## src/rtl/buf_rd_arbiter_pkg.sv

```systemverilog
// Shared constants, state encoding and sizing helper for the PU input-buffer
// read arbiter and its tag FIFO.
package buf_rd_arbiter_pkg;

  localparam int DEF_DATA_WIDTH = 64;
  localparam int REQ_VECGEN     = 0;
  localparam int REQ_WEIGHT     = 1;

  typedef enum logic {
    IDLE  = 1'b0,
    BURST = 1'b1
  } arb_state_e;

  // A single requester still needs a one-bit tag.
  function automatic int tag_width(input int n);
    return (n > 1) ? $clog2(n) : 1;
  endfunction

endpackage

```

## src/rtl/buf_rd_tag_fifo.sv

```systemverilog
// Tag FIFO remembering which requester issued each outstanding buffer read,
// in issue order, so returned beats can be routed back.
module buf_rd_tag_fifo
  import buf_rd_arbiter_pkg::*;
#(
  parameter int DEPTH = 4,
  parameter int TAG_W = 1,
  localparam int AW   = $clog2(DEPTH)
) (
  input  logic             clk,
  input  logic             reset,
  input  logic             push_i,
  input  logic [TAG_W-1:0] push_tag_i,
  input  logic             pop_i,
  output logic [TAG_W-1:0] pop_tag_o,
  output logic             full_o,
  output logic             empty_o,
  output logic [AW:0]      count_o
);

  logic [TAG_W-1:0] mem_q [DEPTH];
  logic [AW:0]      wr_ptr_q;
  logic [AW:0]      rd_ptr_q;
  logic             do_push_s;
  logic             do_pop_s;

  assign count_o   = wr_ptr_q - rd_ptr_q;
  assign empty_o   = (wr_ptr_q == rd_ptr_q);
  assign full_o    = (count_o == (AW+1)'(DEPTH));
  // A pop in the same cycle frees the slot a push into a full FIFO needs.
  assign do_push_s = push_i && (!full_o || pop_i);
  assign do_pop_s  = pop_i && !empty_o;
  assign pop_tag_o = mem_q[rd_ptr_q[AW-1:0]];

  always_ff @(posedge clk) begin
    if (reset) begin
      wr_ptr_q <= '0;
      rd_ptr_q <= '0;
    end else begin
      if (do_push_s) begin
        wr_ptr_q <= wr_ptr_q + (AW+1)'(1);
      end
      if (do_pop_s) begin
        rd_ptr_q <= rd_ptr_q + (AW+1)'(1);
      end
    end
  end

  always_ff @(posedge clk) begin
    if (do_push_s) begin
      mem_q[wr_ptr_q[AW-1:0]] <= push_tag_i;
    end
  end

endmodule

```

## src/rtl/buf_rd_arbiter.sv

```systemverilog
// Round-robin burst arbiter sharing the PU input-buffer read port; tags each
// issued read and steers the returned beat to the requester that issued it.
module buf_rd_arbiter
  import buf_rd_arbiter_pkg::*;
#(
  parameter int  NUM_REQ    = 2,
  parameter int  DATA_WIDTH = DEF_DATA_WIDTH,
  parameter int  BURST_LEN  = 8,
  parameter int  MAX_OUT    = 4,
  localparam int TAG_W      = tag_width(NUM_REQ),
  localparam int OUT_W      = $clog2(MAX_OUT) + 1,
  localparam int CNT_W      = $clog2(BURST_LEN + 1)
) (
  input  logic                  clk,
  input  logic                  reset,
  input  logic [NUM_REQ-1:0]    req,
  output logic [NUM_REQ-1:0]    rd_ready,
  input  logic                  buffer_read_empty,
  output logic                  buffer_read_req,
  input  logic                  buffer_read_data_valid,
  input  logic [DATA_WIDTH-1:0] read_data,
  output logic [NUM_REQ-1:0]    rsp_valid,
  output logic [DATA_WIDTH-1:0] rsp_data,
  output logic [TAG_W-1:0]      owner,
  output logic                  busy,
  output logic                  err_unexpected
);

  arb_state_e                state_q, state_d;
  logic [TAG_W-1:0]          owner_q, owner_d;
  logic [TAG_W-1:0]          rr_ptr_q, rr_ptr_d;
  logic [CNT_W-1:0]          beat_cnt_q, beat_cnt_d;
  logic [TAG_W-1:0]          hi_pick_s, lo_pick_s, pick_s;
  logic                      hi_any_s;
  logic                      issue_s, pop_s;
  logic                      fifo_full_s, fifo_empty_s;
  logic [TAG_W-1:0]          pop_tag_s;
  logic [OUT_W-1:0]          outstanding_s;
  logic [NUM_REQ-1:0]        rsp_valid_q;
  logic [DATA_WIDTH-1:0]     rsp_data_q;
  logic                      err_q;

  // Reset gates the strobe so nothing issues while the tag FIFO is clearing.
  assign issue_s = !reset && (state_q == BURST) && req[owner_q]
                   && !buffer_read_empty && !fifo_full_s;
  assign pop_s   = buffer_read_data_valid && !fifo_empty_s;

  buf_rd_tag_fifo #(
    .DEPTH (MAX_OUT),
    .TAG_W (TAG_W)
  ) u_tag_fifo (
    .clk        (clk),
    .reset      (reset),
    .push_i     (issue_s),
    .push_tag_i (owner_q),
    .pop_i      (pop_s),
    .pop_tag_o  (pop_tag_s),
    .full_o     (fifo_full_s),
    .empty_o    (fifo_empty_s),
    .count_o    (outstanding_s)
  );

  // First requesting index at or after rr_ptr, else the lowest one (wrap).
  always_comb begin
    hi_pick_s = '0;
    lo_pick_s = '0;
    hi_any_s  = 1'b0;
    for (int i = NUM_REQ - 1; i >= 0; i--) begin
      if (req[i]) begin
        lo_pick_s = TAG_W'(i);
        if (TAG_W'(i) >= rr_ptr_q) begin
          hi_pick_s = TAG_W'(i);
          hi_any_s  = 1'b1;
        end else begin
          hi_any_s  = hi_any_s;
        end
      end else begin
        lo_pick_s = lo_pick_s;
      end
    end
    pick_s = hi_any_s ? hi_pick_s : lo_pick_s;
  end

  always_comb begin
    state_d    = state_q;
    owner_d    = owner_q;
    rr_ptr_d   = rr_ptr_q;
    beat_cnt_d = beat_cnt_q;
    case (state_q)
      IDLE: begin
        if (|req) begin
          owner_d    = pick_s;
          beat_cnt_d = '0;
          state_d    = BURST;
        end else begin
          state_d    = IDLE;
        end
      end
      BURST: begin
        if (issue_s) begin
          beat_cnt_d = beat_cnt_q + CNT_W'(1);
        end else begin
          beat_cnt_d = beat_cnt_q;
        end
        // Stalls on empty/full keep the grant; only a full burst or a dropped req releases it.
        if ((issue_s && (beat_cnt_q == CNT_W'(BURST_LEN - 1))) || !req[owner_q]) begin
          state_d  = IDLE;
          rr_ptr_d = (owner_q == TAG_W'(NUM_REQ - 1)) ? '0 : owner_q + TAG_W'(1);
        end else begin
          state_d  = BURST;
        end
      end
      default: state_d = IDLE;
    endcase
  end

  always_ff @(posedge clk) begin
    if (reset) begin
      state_q    <= IDLE;
      owner_q    <= '0;
      rr_ptr_q   <= '0;
      beat_cnt_q <= '0;
    end else begin
      state_q    <= state_d;
      owner_q    <= owner_d;
      rr_ptr_q   <= rr_ptr_d;
      beat_cnt_q <= beat_cnt_d;
    end
  end

  // Beats with no outstanding tag are flagged and never routed.
  always_ff @(posedge clk) begin
    if (reset) begin
      rsp_valid_q <= '0;
      rsp_data_q  <= '0;
      err_q       <= 1'b0;
    end else begin
      rsp_valid_q <= pop_s ? (NUM_REQ'(1) << pop_tag_s) : '0;
      if (pop_s) begin
        rsp_data_q <= read_data;
      end
      if (buffer_read_data_valid && fifo_empty_s) begin
        err_q <= 1'b1;
      end
    end
  end

  always_comb begin
    rd_ready          = '0;
    rd_ready[owner_q] = issue_s;
  end

  assign buffer_read_req = issue_s;
  assign rsp_valid       = rsp_valid_q;
  assign rsp_data        = rsp_data_q;
  assign owner           = owner_q;
  assign busy            = (state_q != IDLE) || (outstanding_s != '0);
  assign err_unexpected  = err_q;

endmodule
```

## config.mk

```make
export PLATFORM = sky130hd
export DESIGN_NAME = buf_rd_arbiter
export DESIGN_NICKNAME = d
export VERILOG_FILES = /design/src/rtl/buf_rd_arbiter_pkg.sv /design/src/rtl/buf_rd_tag_fifo.sv /design/src/rtl/buf_rd_arbiter.sv
export SDC_FILE = /design/constraint.sdc
export NUM_CORES = 1
export LEC_CHECK = 0
export BUFFER_PORTS_ARGS = -buffer_cell sky130_fd_sc_hd__buf_2
export CAP_MARGIN = 25
export CORE_MARGIN = 2
export CORE_UTILIZATION = 47
export CTS_CLUSTER_SIZE = 20
export DETAILED_ROUTE_END_ITERATION = 12
export GPL_TIMING_DRIVEN = 1
export PLACE_DENSITY = 0.8
export SLEW_MARGIN = 20
export SYNTH_ARGS = -nofsm -noshare
export SYNTH_HDL_FRONTEND = slang
export SYNTH_SLANG_ARGS = --single-unit
```

## constraint.sdc

```tcl
create_clock -name clk -period 2.8 [get_ports clk]
set_input_delay 0.56 -clock clk [delete_from_list [all_inputs] [get_ports clk]]
set_output_delay 0.56 -clock clk [all_outputs]
set_load 0.05 [all_outputs]
```

==> results.txt <==
----------------------------------------------------
[Yosys]
  Compound-Gate Fraction of Synth Area ... 13.49%
  Dominant cells by area after synthesis ... sky130_fd_sc_hd__dfxtp_1 (51%), sky130_fd_sc_hd__nand2_1 (16%), sky130_fd_sc_hd__a21oi_1 (11%), sky130_fd_sc_hd__edfxtp_1 (3.7%), sky130_fd_sc_hd__ha_1 (3.1%)
  Count leader, synth ... sky130_fd_sc_hd__nand2_1
  Post-synthesis simple-gate area fraction ... a little over a fifth
  Prevailing post-synth register cell ... sky130_fd_sc_hd__dfxtp_1
  Area share of the largest cell type after synthesis ... 51.15%
  Mapped Cells ... about 380
  Number of warnings printed during yosys synthesis ... 0
  Combinational family with the most area after synthesis ... simple AND/OR/NAND/NOR gates
  Count of flip-flops with a built-in enable after synthesis ... 4
  Most area-hungry cell type in the Yosys netlist ... sky130_fd_sc_hd__dfxtp_1
  Post-Syn Nets ... 460
  Top cells by instance count after synthesis ... sky130_fd_sc_hd__nand2_1 (136), sky130_fd_sc_hd__dfxtp_1 (82), sky130_fd_sc_hd__a21oi_1 (70), sky130_fd_sc_hd__clkbuf_1 (16), sky130_fd_sc_hd__nor2_1 (11)
  Synthesized area per cell ... around 8.4 um2
  Cell area after technology mapping ... around 3200 um2
  Synth Register Bits ... 86
  Register area share after synthesis ... a little over half
  Async S/R FF share, synth ... 0%
  Number of different library cells in the post-synthesis netlist ... 38
  Share of synthesized area spent on multiplexers ... 1.637%
  Fraction of the mapped netlist area in adder cells ... under 10%
  Xor/xnor cell area share of the yosys netlist ... under 10%

[Timing]
  Relative slew slack ... between 40% and 50%
  Worst clock skew ... a little under 0.009 ns
  Portion of the clock cycle consumed by the worst path in the final layout ... 94.54%
  Final Hold Violating Endpoints ... 0
  Top achievable clock speed ... 377.8 MHz
  Clock period minus final worst setup slack ... about 2.6 ns
  Setup repair after global routing missed its margin ... false
  Setup total negative slack ... 0 ns
  Setup violation total in the final timing report ... 0
  Transition time of the tightest slew-check pin ... 0.8424 ns
  Max-slew violation count ... 0

[Final layout]
  Diodes inserted ... 0
  Layout cells sized above 1 ... 33.46%
  FF/Latch Area ... ~1800 um2
  Design area ... approximately 4200 um2
  Combined area of the multi-input logic cells ... 1348 um2
  Final cell count without fillers ... 603
  Fill cell total of the finished layout ... 597
  Layout Area Growth over Synthesis ... 30.80%
  Post-layout net count ... 597

[CTS]
  CTS Buffer Depth ... 2
  TritonCTS clock tree ... built
  Number of buffers created by CTS ... 9
  H-tree depth reported by CTS ... 3
  Clock Pin Slew Worst Setup and Hold Paths ... 0.08 ns
  TritonCTS Sinks ... 86
  Clock Root Buffer ... sky130_fd_sc_hd__clkbuf_8
  Clock insertion delay at the later pin of the skew report ... approximately 0.33 ns

[Routing]
  Met3 Wirelength ... about 420 um
  WL final ... 7398 um
  Routed Antenna Nets ... 0
  Initial detailed-routing violation count ... 110
  Number of DRC violations after detailed routing ... 0
  Routed length on met2 ... roughly 3600 um
  Topmost layer with routed signal wires ... met4
  Routed via count divided by cell count ... 4.988
  Total vias in the final route ... 3008
  First-pass detailed-route iteration total ... 4
  Met1 layer wirelength in the final routing ... about 3300 um
  DR WL/cell ... 12.27 um

[Setup path]
  Maximum fanout along the worst path ... 4
  Setup crit start kind ... flop
  Data required time at the worst endpoint ... between 2 and 2.5 ns
  Worst setup path category ... flop to output pin
  Worst Setup End Kind ... output pin
  Arrival time at the worst endpoint ... roughly 2.1 ns

[Floorplanning]
  Top-level port count ... 142
  Num rows ... 30
  Floorplan core area ... about 6700 um2
  Die X ... a little under 90 um
  Die area ... approximately 7500 um2
  Initial Util ... between 40 and 50%
  Overall die height ... around 87 um

[Placement]
  Final estimated routing congestion in global placement ... ~0.83
  Sum of net half-perimeters after detailed placement ... 5222 um
  Cell Count Post-Placement ... between 500 and 600
  Placement-stage cell area ... around 4000 um2
  Port-buffer cells ... between 100 and 150

[Pwr]
  Static Leak ... roughly 0.0019 uW
  Power per standard cell area ... approximately 580 nW/um2
  Total power after layout ... around 2400 uW
  Maximum ir drop on the vdd rail ... about 430 uV

[Global routing]
  Overall overflow remaining after global route ... 0
  Vias in the first global route ... about 2.8k
  Global-route usage over all layers ... between 10% and 20%
  Largest net degree at the start of global routing ... 83
  Global-route wire length before repair ... between 10000 and 15000 um
  Antenna violations before repair ... 0

[Job]
  Count of max-cap constraint violations ... 0

[Run status]
  Outcome ... complete, no violations

[Worst hold path]
  Path type of the worst min-delay path ... flop to flop

----------------------------------------------------
## critical path, cell delays in order, from the launching register on
cell                       delay, ns
sky130_fd_sc_hd__dfxtp_1        0.35
sky130_fd_sc_hd__inv_1          0.11
sky130_fd_sc_hd__ha_1           0.15
sky130_fd_sc_hd__or2b_1         0.26
sky130_fd_sc_hd__xnor2_2        0.23
sky130_fd_sc_hd__a31o_4         0.20
sky130_fd_sc_hd__inv_1          0.06
sky130_fd_sc_hd__and2_2         0.18
sky130_fd_sc_hd__clkbuf_4       0.21
## report_power, final
group	switching, uW	internal, uW	leakage, uW
logic	225	96.7	0.00106
clock network	403	430	0.0000952
registers	21.7	1270	0.000698
## cells in the final DEF, fill, tap and decap left out, types with 2 or more instances in the layout
cell / synthesis / final
sky130_fd_sc_hd__ha_1: 8 / 8
sky130_fd_sc_hd__xnor2_1: 3 / 2
sky130_fd_sc_hd__nand3_1: 5 / 5
sky130_fd_sc_hd__edfxtp_1: 4 / 4
sky130_fd_sc_hd__and2_1: 4 / 4
sky130_fd_sc_hd__inv_1: 5 / 5
sky130_fd_sc_hd__buf_4: 1 / 9
sky130_fd_sc_hd__dfxtp_1: 82 / 81
sky130_fd_sc_hd__clkinv_2: 0 / 2
sky130_fd_sc_hd__buf_2: 1 / 140
sky130_fd_sc_hd__mux2i_1: 3 / 3
sky130_fd_sc_hd__a21oi_1: 70 / 70
sky130_fd_sc_hd__nand2_1: 136 / 136
sky130_fd_sc_hd__nor2_1: 11 / 10
sky130_fd_sc_hd__or3_1: 2 / 2
sky130_fd_sc_hd__o21ai_0: 3 / 3
sky130_fd_sc_hd__nand3b_1: 2 / 2
sky130_fd_sc_hd__a31oi_1: 2 / 2
sky130_fd_sc_hd__clkbuf_8: 0 / 10
## state kept, by name, summed over array words and instances (netlist names), named ones only
signal	count
owner	1
u_tag_fifo.rd_ptr_q	3
u_tag_fifo.wr_ptr_q	3
u_tag_fifo.mem_q	4
state_q	1
rr_ptr_q	1
beat_cnt_q	4
err_unexpected	1
rsp_valid	2
rsp_data	64
## area by class of cell
| cell class | instances | area share [%] |
|---|---|---|
| clock buffer | 11 | 3.368 |
| inverter | 6 | 0.5365 |
| sequential | 86 | 42.00 |
| timing repair buffer | 150 | 18.48 |
| multi-input combinational | 266 | 32.10 |
| tap | 80 | 2.384 |
| clock inverter | 4 | 1.133 |
## timing repair
action	CTS	global route
setup buffers	0	3
endpoints found under the setup margin	0	2
resized for setup	0	4
hold buffers	0	0
## worst paths after layout
check	startpoint	end	slack, ns	depth (start not counted)
setup / recovery	u_tag_fifo.wr_ptr_q[0]$_SDFFE_PP0P_	rd_ready[1]	0.15	8
setup reg to reg	u_tag_fifo.wr_ptr_q[0]$_SDFFE_PP0P_	rsp_data[50]$_SDFFE_PP0P_	0.63	7
hold / removal	rsp_data[14]$_SDFFE_PP0P_	rsp_data[14]$_SDFFE_PP0P_	0.45	2
hold reg to reg	rsp_data[14]$_SDFFE_PP0P_	rsp_data[14]$_SDFFE_PP0P_	0.45	2
## layer usage
| metal | vias up | track usage [%] |
|---|---|---|
| met5 | - | 0 |
| met4 | 0 | 7.528 |
| met3 | 7 | 4.571 |
| met2 | 104 | 34.83 |
| met1 | 1378 | 22.85 |
| li1 | 1519 | - |
## stage by stage
step	worst slack (ns)	hold slack [ns]	utilization [%]
global placement	0.3424	0.4394	59.38
CTS	0.02206	0.4357	62.21
detailed placement	0.3055	0.4430	59.38
finish	0.1529	0.4528	62.83
global route	0.01650	0.4347	62.83
floorplan	0.007891	0.4550	-
## cell families after synthesis
group | count (synthesis)
flip-flops | 86
AO/OA/AOI/OAI | 81
AND/OR/NAND/NOR | 168
buffers and inverters | 30
XOR/XNOR | 5
multiplexers | 4
adder cells (fa/ha/maj) | 8
Power figures use the tool's default switching activity.
